`config.mk`:
```
export PLATFORM = sky130hd
export DESIGN_NAME = sum_prod_seq
export DESIGN_NICKNAME = d
export VERILOG_FILES = /design/src/rtl/sum_prod_seq.sv
export SDC_FILE = /design/constraint.sdc
export NUM_CORES = 1
export LEC_CHECK = 0
export CORE_MARGIN = 2
export CORE_UTILIZATION = 30
export DETAILED_ROUTE_END_ITERATION = 7
export HOLD_SLACK_MARGIN = 0.12
export PLACE_DENSITY = 0.53
export SYNTH_ARGS = -nofsm -noshare
export SYNTH_HDL_FRONTEND = slang
export SYNTH_SLANG_ARGS = --single-unit
export TNS_END_PERCENT = 1
```
`constraint.sdc`:
```
create_clock -name clk -period 8.5 [get_ports clk]
set_input_delay 1.275 -clock clk [delete_from_list [all_inputs] [get_ports clk]]
set_output_delay 1.275 -clock clk [all_outputs]
set_load 0.02 [all_outputs]
```
`src/rtl/sum_prod_seq.sv`:
```
// -----------------------------------------------------------------------------
// sum_prod_seq
//
// Sequential sum of pairwise products:
//   result = x[0]*x[1] + x[2]*x[3] + ... + x[2*PAIRS-2]*x[2*PAIRS-1]
// One unsigned N x N multiplier is shared across the pairs, and one pair is
// accumulated per clock. The input and output sides each use a valid/ready
// handshake so the block can sit between pipeline stages.
//
// Parameters:
//   N      operand width in bits (unsigned)
//   PAIRS  number of operand pairs (1..8)
//
// Ports:
//   clk        system clock, rising edge
//   rst_n      asynchronous active-low reset
//   in_valid   operand set on x is valid
//   in_ready   block can accept an operand set (IDLE)
//   x          2*PAIRS operands; x[2i] and x[2i+1] form pair i
//   out_valid  result is valid (DONE)
//   out_ready  downstream accepts the result
//   result     sum of products, 2N+3 bits; holds until the next completion
//   busy       high while accumulating (CALC)
//   pair_idx   index of the pair accumulated this cycle (debug)
// -----------------------------------------------------------------------------
module sum_prod_seq #(
    parameter int N     = 4,
    parameter int PAIRS = 3
) (
    input  logic             clk,
    input  logic             rst_n,
    input  logic             in_valid,
    output logic             in_ready,
    input  logic [N-1:0]     x [2*PAIRS-1:0],
    output logic             out_valid,
    input  logic             out_ready,
    output logic [2*N+2:0]   result,
    output logic             busy,
    output logic [2:0]       pair_idx
);

    localparam int         RW       = 2 * N + 3;
    localparam int         NOPS     = 2 * PAIRS;
    localparam logic [2:0] LAST_IDX = 3'(PAIRS - 1);

    typedef enum logic [1:0] {
        IDLE = 2'd0,
        CALC = 2'd1,
        DONE = 2'd2
    } state_t;

    state_t state;
    state_t state_next;

    logic [N-1:0]    x_reg [NOPS-1:0];
    logic [RW-1:0]   acc;
    logic [N-1:0]    op_a;
    logic [N-1:0]    op_b;
    logic [2*N-1:0]  prod;
    logic [RW-1:0]   acc_next;
    logic            last_pair;

    // -------------------------------------------------------------------------
    // Operand select for the shared multiplier: pick the captured pair that
    // pair_idx points at. Indices beyond PAIRS-1 never occur; they read 0.
    // -------------------------------------------------------------------------
    always_comb begin
        op_a = '0;
        op_b = '0;
        for (int unsigned i = 0; i < PAIRS; i++) begin
            if (pair_idx == 3'(i)) begin
                op_a = x_reg[2*i];
                op_b = x_reg[2*i+1];
            end
        end
    end

    // Both operands are zero-extended so the product is a full 2N bits, and
    // the product is zero-extended again to the 2N+3 accumulator width.
    always_comb begin
        prod      = {{N{1'b0}}, op_a} * {{N{1'b0}}, op_b};
        acc_next  = acc + {3'b000, prod};
        last_pair = (pair_idx == LAST_IDX);
    end

    // -------------------------------------------------------------------------
    // FSM: state register
    // -------------------------------------------------------------------------
    always_ff @(posedge clk or negedge rst_n) begin
        if (!rst_n) begin
            state <= IDLE;
        end else begin
            state <= state_next;
        end
    end

    // -------------------------------------------------------------------------
    // FSM: next-state logic
    // -------------------------------------------------------------------------
    always_comb begin
        state_next = state;
        case (state)
            IDLE: begin
                if (in_valid) begin
                    state_next = CALC;
                end
            end
            CALC: begin
                if (last_pair) begin
                    state_next = DONE;
                end
            end
            DONE: begin
                if (out_ready) begin
                    state_next = IDLE;
                end
            end
            default: begin
                state_next = IDLE;
            end
        endcase
    end

    // -------------------------------------------------------------------------
    // FSM: outputs (Moore, decoded from state only)
    // -------------------------------------------------------------------------
    always_comb begin
        in_ready  = 1'b0;
        out_valid = 1'b0;
        busy      = 1'b0;
        case (state)
            IDLE:    in_ready  = 1'b1;
            CALC:    busy      = 1'b1;
            DONE:    out_valid = 1'b1;
            default: in_ready  = 1'b0;
        endcase
    end

    // -------------------------------------------------------------------------
    // Datapath: operand capture, accumulation, result register.
    // x and in_valid are only sampled in IDLE; CALC works from x_reg alone.
    // -------------------------------------------------------------------------
    always_ff @(posedge clk or negedge rst_n) begin
        if (!rst_n) begin
            acc      <= '0;
            result   <= '0;
            pair_idx <= '0;
            for (int unsigned i = 0; i < NOPS; i++) begin
                x_reg[i] <= '0;
            end
        end else begin
            case (state)
                IDLE: begin
                    if (in_valid) begin
                        for (int unsigned i = 0; i < NOPS; i++) begin
                            x_reg[i] <= x[i];
                        end
                        acc      <= '0;
                        pair_idx <= '0;
                    end
                end
                CALC: begin
                    acc <= acc_next;
                    if (last_pair) begin
                        // Final sum goes straight to result on the same edge.
                        result   <= acc_next;
                        pair_idx <= '0;
                    end else begin
                        pair_idx <= pair_idx + 3'd1;
                    end
                end
                default: begin
                    // DONE: result holds; nothing else changes.
                end
            endcase
        end
    end

endmodule

```
# Word-level counts from Yosys, hierarchy flattened
# Index checks and enable logic that the tools add are counted.
# totals
ff_bits	51
latch_bits	0
ram_bits	0
mem_bits_ro	0
inputBits	28
output_inout_bits	17
elab_cells	45
n_memories	0
# op_classes
add_sub_neg	2
n_mul	1
n_div	0
magnitude_cmp	0
eq_ne	7
n_shift	0
n_mux	18
n_bitwise	0
reduce_logical	7
# ops
cell	n
4-bit 2-to-1 mux	6
11-bit case mux with 2 select lines	1
11-bit by 8-bit adder with 11-bit output	1
11-bit 2-to-1 mux	1
4-bit by 4-bit multiplier with 8-bit output	1
2-bit 2-to-1 mux	3
3-bit 2-to-1 mux	2
2-bit inequality test, second input constant	3
2-bit case mux with 3 select lines	1
3-bit case mux with 2 select lines	1
2-bit AND reduction	3
3-bit by 1-bit adder with 3-bit output, second input constant	1
3-bit by 1-bit == test with 1-bit output, second input constant	1
3-bit by 2-bit == test with 1-bit output, second input constant	1
3-bit logical NOT	1
1-bit 2-to-1 mux	3
3-bit AND reduction	1
2-bit by 1-bit == test with 1-bit output, second input constant	1
2-bit == test, second input constant	1
2-bit logical NOT	1
2-bit nonzero test	1

# Logic depth before layout (Yosys ltp)
# Gate-level depths: netlist of the first run.
# logic_depth
word_depth	7
ltp_mapped	17
mapped_depth_nobuf	15

# Least setup slack after synthesis of the first run
# OpenSTA, ideal clock, no wires.
# synth_path
kind	register -> register
from	reg pair_idx[0]
to	reg acc[9]
setup_ns	0.133
arrival_time_ns	4.331
t_required_ns	8.367
slack_ns	4.036
path_stages_with_launch	15
path_buffers	1
synth_period_minus_slack_ns	4.464
cell_sequence	dfrtp_1 > buf_6 > nor2b_1 > o2bb2ai_1 > nand2b_1 > or2_2 > fa_1 > fa_1 > fa_1 > inv_1 > ha_1 > a21o_1 > a311oi_1 > o21a_1 > o211ai_1
# synth_between
elab_chain_cells	7
word_cells_on_any_way	12
classes_between	1 x add/sub; 1 x mul; 2 x eq/ne; 7 x mux; 1 x reduce/logical
# synth_rtl
item	line	source
start, declared	39	output logic [2:0] pair_idx
start signal, assigned	169	pair_idx <= pair_idx + 3'd1;
3-bit logical NOT	71	if (pair_idx == 3'(i)) begin
4-bit 2-to-1 mux (3 in a row)	71	
4-bit by 4-bit multiplier with 8-bit output *	81	prod = {{N{1'b0}}, op_a} * {{N{1'b0}}, op_b};
11-bit by 8-bit adder with 11-bit output *	82	acc_next = acc + {3'b000, prod};
11-bit case mux with 2 select lines *	152	case (state)
end signal, assigned	163	acc <= acc_next;
end, declared	56	logic [RW-1:0] acc;
# Every way passes the cells marked *; elsewhere a longest branch is shown, timed or not.
# A chain may end at the register's enable or synchronous reset.

# Final worst setup path of the first run
# Same ends and word-level chain as after synthesis.

==> results of run 1 <==
[cells in the final DEF (no fill, tap or decap), drive strengths merged, types with 4 or more instances in the layout]
cell           instances
o21ai                 15
a21oi                 11
nand2b                13
o2bb2ai                8
nand2                109
dfrtp                 51
inv                   23
nand3                 10
fa                     9
o31ai                  4
nor2                  14
o211ai                 4
ha                    18
nor2b                  6
mux2i                  9
clkbuf                 5
clkdlybuf4s50         43
[worst min-delay path, cell delays in order, from the launching register on]
cell and delay [ns]:
dfrtp_1 0.35, nand2_1 0.05, nand2_1 0.05
[where the power goes]
part           total, mW  internal [mW]  leakage (nW)  switching, mW
logic              0.825          0.333          1.07          0.491
registers          0.434          0.349         0.651         0.0859
clock network      0.144         0.0583        0.0483         0.0854
total               1.40          0.740          1.77          0.663
[area by class of cell]
cell class | count | area (um2) | area share [%]
Multi-Input combinational cell | 262 | 1640 | 44.2
Inverter | 22 | 82.6 | 2.23
Clock inverter | 3 | 18.8 | 0.507
Tap cell | 133 | 166 | 4.50
Sequential cell | 51 | 1280 | 34.5
Clock buffer | 5 | 68.8 | 1.86
Timing Repair Buffer | 46 | 450 | 12.2
[logic make-up after synthesis]
kind of cell,Yosys count
adders and majority gates,27
AOI/OAI and AO/OA,55
muxes,10
DFF,51
and+or+nand+nor,167
buffers and inverters,39
xor gates and xnor gates,3
[layer usage]
layer | vias up | wire length, um
li1 | 1246 | -
met1 | 1158 | 3480
met2 | 35 | 3110
met3 | 8 | 203
met4 | 0 | 91
met5 | - | 0
[worst max-delay path by stage]
| stage | end | startpoint | slack [ns] |
|---|---|---|---|
| 4_1_cts | acc[9] | pair_idx[0] | 3.44 |
| 2_1_floorplan | acc[9] | pair_idx[0] | 4.04 |
| 5_1_grt | acc[9] | pair_idx[0] | 3.15 |
| 3_5_place_dp | acc[9] | pair_idx[0] | 3.50 |
| 6_report | acc[9] | pair_idx[0] | 3.43 |
| 3_3_place_gp | acc[9] | pair_idx[0] | 3.63 |
[metrics by stage]
| stage | hold WS [ns] | total power, mW | area, um2 |
|---|---|---|---|
| after floorplan | 0.445 | 1.03 | 3070 |
| after global placement | 0.458 | 1.27 | 3610 |
| after detailed placement | 0.463 | 1.27 | 3610 |
| after CTS | 0.487 | 1.43 | 3700 |
| after global routing | 0.504 | 1.56 | 3700 |
| final | 0.481 | 1.40 | 3700 |
==> results.json, run 1 <==
{
  "status": "complete, no violations",
  "numPortBuffers": 44,
  "place_ws_ns": 3.50,
  "path_buf_inv": 1,
  "use_met1_pct": 18.3,
  "hold_violations": 0,
  "firstDrtPassIters": 4,
  "ys.flop_type": "dfrtp_1",
  "drv_slew": 0,
  "hpwlAfterDp_um": 5080,
  "crit_path_end_kind": "flop",
  "hold_path.class": "reg2reg",
  "synth.most_common_cell": "nand2_1",
  "cts_tree": "done",
  "core.rowCount": 36,
  "rr_endpoint": "acc[9]",
  "synth_top_family_by_area": "simple AND/OR/NAND/NOR gates",
  "use_met2_pct": 21.3,
  "netlist_area_um2": 3070,
  "die_area_um2": 11100,
  "vias_per_cell": 4.69,
  "cts_max_level": 2,
  "setup_viol": 0,
  "cpPeakStageDelay_ns": 0.75,
  "post-route-period-util_pct": 59.6,
  "setup_tns_ns": 0,
  "antennaDiodeCount": 0,
  "maxCapViolations": 0,
  "overflow": 0,
  "ant_nets": 0,
  "synth_top_area_share_pct": 41.6,
  "yosysWarnings": 0,
  "synth-compound-area-share_pct": 11.9,
  "cts_setup_buffers": 0,
  "post-synth-top-area-cell": "dfrtp_1",
  "clock_skew_ns": 0.0134,
  "synthDistinctLibCells": 40,
  "slew-limit-headroom_pct": 32.5,
  "cp-start-kind": "flop",
  "area_growth_pct": 20.5,
  "cts_resized": 0,
  "cpMostUsedCell": "fa_1",
  "total_leakage_power_nw": 1.77,
  "antenna_found_initial": 0,
  "die_h_um": 105,
  "synth_edf_count": 0,
  "clock_path_buffers": 2,
  "irDropWorstVdd_mv": 0.184,
  "synth_seq_cells": 51,
  "syn_inst": 352,
  "slowest_stage": "a311oi_1",
  "worstSetupPathType": "reg2reg",
  "synth_common_cells": "109 x nand2_1, 51 x dfrtp_1, 22 x inv_1, 18 x ha_1, 15 x o21ai_0",
  "path_depth": 13,
  "hold_end": "x_reg[3]",
  "wl_per_cell_um": 13.2,
  "worstPathRequired_ns": 8.69,
  "synth.area.mux_share_pct": 3.30,
  "cts_made_buffers": 5,
  "cp_max_fo": 16,
  "drt_wl_total_um": 6890,
  "reg2reg_slack_ns": 3.43,
  "avgSynthCellArea_um2": 8.72,
  "rr_worst_depth": 13,
  "nFillCells": 995,
  "die_w_um": 105,
  "drt_iter0_markers": 147,
  "final_cells": 522,
  "synthXorXnorAreaFrac_pct": 0.856,
  "fin_ws_ns": 3.43,
  "cts_hold_buf": 0,
  "min_from": "x_reg[3]",
  "worst_pin_slew_ns": 1.01,
  "grt_max_degree": 52,
  "pwr_density_cell_nw_per_um2": 379,
  "crit_chain": "nor2b_1 > o2bb2ai_1 > nand2b_1 > or2_2 > fa_1 > fa_1 > fa_1 > inv_1 > ha_1 > a21o_1 > a311oi_1 > o21a_1 > o211ai_1",
  "gp_congestion": 0.831,
  "rsz0062_at_grt": "no",
  "grt_pass1_vias": 2594,
  "largest_reg_flops": 24,
  "io-pin-count": 45,
  "cts.sinks": 51,
  "busiest_layer": "met2",
  "dp_cells": 514,
  "min_period_ns": 5.07,
  "path_clk_slew_ns": 0.11,
  "cp_top_family": "adder cells",
  "hold_depth": 2,
  "track_usage_pct": 13.2,
  "core_area_um2": 9860,
  "r2r-start": "pair_idx[0]",
  "synthAdderAreaFrac_pct": 13.2,
  "grtUsageMet3_pct": 2.18,
  "crit_arrival_ns": 5.26,
  "grt_first_pass_wirelength_um": 12100,
  "post_route_cells_drive_above_1_share_pct": 4.11,
  "worstSkewPairLatency_ns": 0.31,
  "dr_total_vias": 2447,
  "ys_seq_area_share_pct": 41.6,
  "postLayoutCoreUtil_pct": 37.5,
  "drc": 0,
  "async_reset_ff_share_pct": 100,
  "initial_core_util_pct": 31.1,
  "synth-simple-area-share_pct": 23.8,
  "max_freq_mhz": 197,
  "cts-root-buf": "clkbuf_8",
  "synth_nets": 407,
  "nets": 443,
  "yosys-top-cells-area": "dfrtp_1 42%, nand2_1 13%, ha_1 7.3%"
}
Note: power is estimated with default switching activity, not from simulation.
==> inputs of run 2 (changes only) <==
--- a/config.mk
+++ b/config.mk
@@ -9,7 +9,7 @@
 export CORE_UTILIZATION = 30
 export DETAILED_ROUTE_END_ITERATION = 7
 export HOLD_SLACK_MARGIN = 0.12
-export PLACE_DENSITY = 0.53
+export PLACE_DENSITY = 0.55
 export SYNTH_ARGS = -nofsm -noshare
 export SYNTH_HDL_FRONTEND = slang
 export SYNTH_SLANG_ARGS = --single-unit
==> constraint.sdc (replaced) <==
create_clock -name clk -period 4.1 [get_ports clk]
set_input_delay 0.615 -clock clk [delete_from_list [all_inputs] [get_ports clk]]
set_output_delay 0.615 -clock clk [all_outputs]
set_load 0.02 [all_outputs]
==> run 2 against run 1 <==
Non-clock buffer count increased by 20. Worst setup slack got worse by 3.4 ns. Global-route usage increased by 0.70 points. Critical path depth increased by 2. Clock-buffer cell count unchanged. Flip-flop and latch count unchanged. Largest cell class unchanged.
==> results.json, run 2 (synthesis gave the netlist of run 1 again) <==
{
  "clock_path_buffers": 2,
  "die_h_um": 105,
  "cts_max_level": 2,
  "irDropWorstVdd_mv": 0.411,
  "track_usage_pct": 13.9,
  "nets": 463,
  "drc": 0,
  "worstSkewPairLatency_ns": 0.32,
  "hold_violations": 0,
  "cp-start-kind": "flop",
  "final_cells": 542,
  "firstDrtPassIters": 6,
  "maxCapViolations": 0,
  "grt_pass1_vias": 2581,
  "post_route_cells_drive_above_1_share_pct": 13.9,
  "dp_cells": 524,
  "rr_worst_depth": 15,
  "path_clk_slew_ns": 0.11,
  "worstPathRequired_ns": 4.30,
  "grt_max_degree": 35,
  "post-route-period-util_pct": 99.1,
  "crit_arrival_ns": 4.26,
  "core.rowCount": 36,
  "cts_made_buffers": 5,
  "pwr_density_cell_nw_per_um2": 857,
  "fin_ws_ns": 0.0370,
  "die_w_um": 105,
  "drt_iter0_markers": 88,
  "setup_viol": 0,
  "cts_tree": "done",
  "worst_pin_slew_ns": 1.09,
  "drt_wl_total_um": 7370,
  "place_ws_ns": -0.0179,
  "dr_total_vias": 2541,
  "hold_path.class": "in2async",
  "numPortBuffers": 44,
  "antenna_found_initial": 0,
  "drv_slew": 0,
  "gp_congestion": 0.824,
  "wl_per_cell_um": 13.6,
  "max_freq_mhz": 246,
  "die_area_um2": 11100,
  "hpwlAfterDp_um": 5230,
  "cp_max_fo": 5,
  "clock_skew_ns": 0.0149,
  "layout_commonest_cell": "nand2_1",
  "largest_reg_flops": 24,
  "cts.sinks": 51,
  "crit_path_end_kind": "flop",
  "vias_per_cell": 4.69,
  "min_period_ns": 4.06,
  "grt_first_pass_wirelength_um": 12500,
  "io-pin-count": 45,
  "overflow": 0,
  "core_area_um2": 9860,
  "antennaDiodeCount": 0,
  "initial_core_util_pct": 31.1,
  "mostFrequentLayoutCells": "108 x nand2_1, 49 x dfrtp_1, 43 x clkdlybuf4s50_1, 21 x inv_1, 19 x buf_4",
  "slew-limit-headroom_pct": 27.0,
  "worstSetupPathType": "reg2reg",
  "cts-root-buf": "clkbuf_8",
  "total_leakage_power_nw": 1.90,
  "rsz0062_at_grt": "yes",
  "status": "complete, no violations",
  "ant_nets": 0,
  "area_growth_pct": 31.2
}
==> run 2: cell type report <==
cell class	count	area, um2
clock buffers	5	68.8
fillers	956	5840
flip-flops and latches	51	1280
clock inverters	3	26.3
well taps	133	166
inverters	22	82.6
multi-input cells	262	1790
repair buffers	66	614
==> run 2: worst paths after layout <==
path	start	to	slack, ns
worst max-delay path	pair_idx[1]	acc[10]	0.04
worst min-delay path	rst_n	pair_idx[0]	0.38
worst max register to register	pair_idx[1]	acc[10]	0.04
worst min register to register	result[1]	result[1]	0.49
max in group asynchronous	rst_n	result[2]	2.96
min in group clk	result[1]	result[1]	0.49
==> run 2: repair_timing <==
action | in CTS | in global routing
buffers inserted | 8 | 3
pin swaps | 10 | 4
hold buffers | 0 | 0
setup endpoints to repair | 4 | 8
gates resized for setup | 11 | 14
==> run 2: power breakdown <==
group | switching, mW | total, mW | internal (mW)
logic | 1.24 | 2.26 | 1.02
clock network | 0.189 | 0.315 | 0.126
registers | 0.156 | 0.880 | 0.725
==> run 2: per-stage QoR <==
step | TNS, ns | hold WS (ns) | util (%) | power (mW) | cell area (um2)
after floorplan | 0 | 0.319 | - | 2.21 | 3110
after global placement | 0 | 0.461 | 37.7 | 2.79 | 3720
after detailed placement | -0.0334 | 0.461 | 37.7 | 2.81 | 3720
after CTS | 0 | 0.396 | 39.8 | 3.32 | 3930
after global routing | -0.604 | 0.422 | 40.8 | 3.79 | 4030
final | 0 | 0.380 | 40.8 | 3.45 | 4030
==> run 2: worst max-delay path: stages (launching register included) <==
cell and delay [ns]:
dfrtp_2 0.44, buf_12 0.14, nor2b_4 0.18, buf_4 0.16, o2bb2ai_2 0.11, nor2b_4 0.17, nand2_1 0.07, fa_1 0.47
fa_1 0.49, fa_1 0.51, inv_2 0.05, ha_4 0.30, a21oi_4 0.07, a211o_1 0.32, a31o_2 0.23, mux2_2 0.25
==> run 2: metal layers <==
| layer | vias up | GRT usage (%) | share of wire, % |
|---|---|---|---|
| met5 | - | 0 | 0 |
| met4 | 0 | 4.19 | 1.5 |
| met3 | 8 | 2.18 | 3.2 |
| met2 | 41 | 22.8 | 47 |
| met1 | 1205 | 18.8 | 48 |
| li1 | 1287 | - | - |
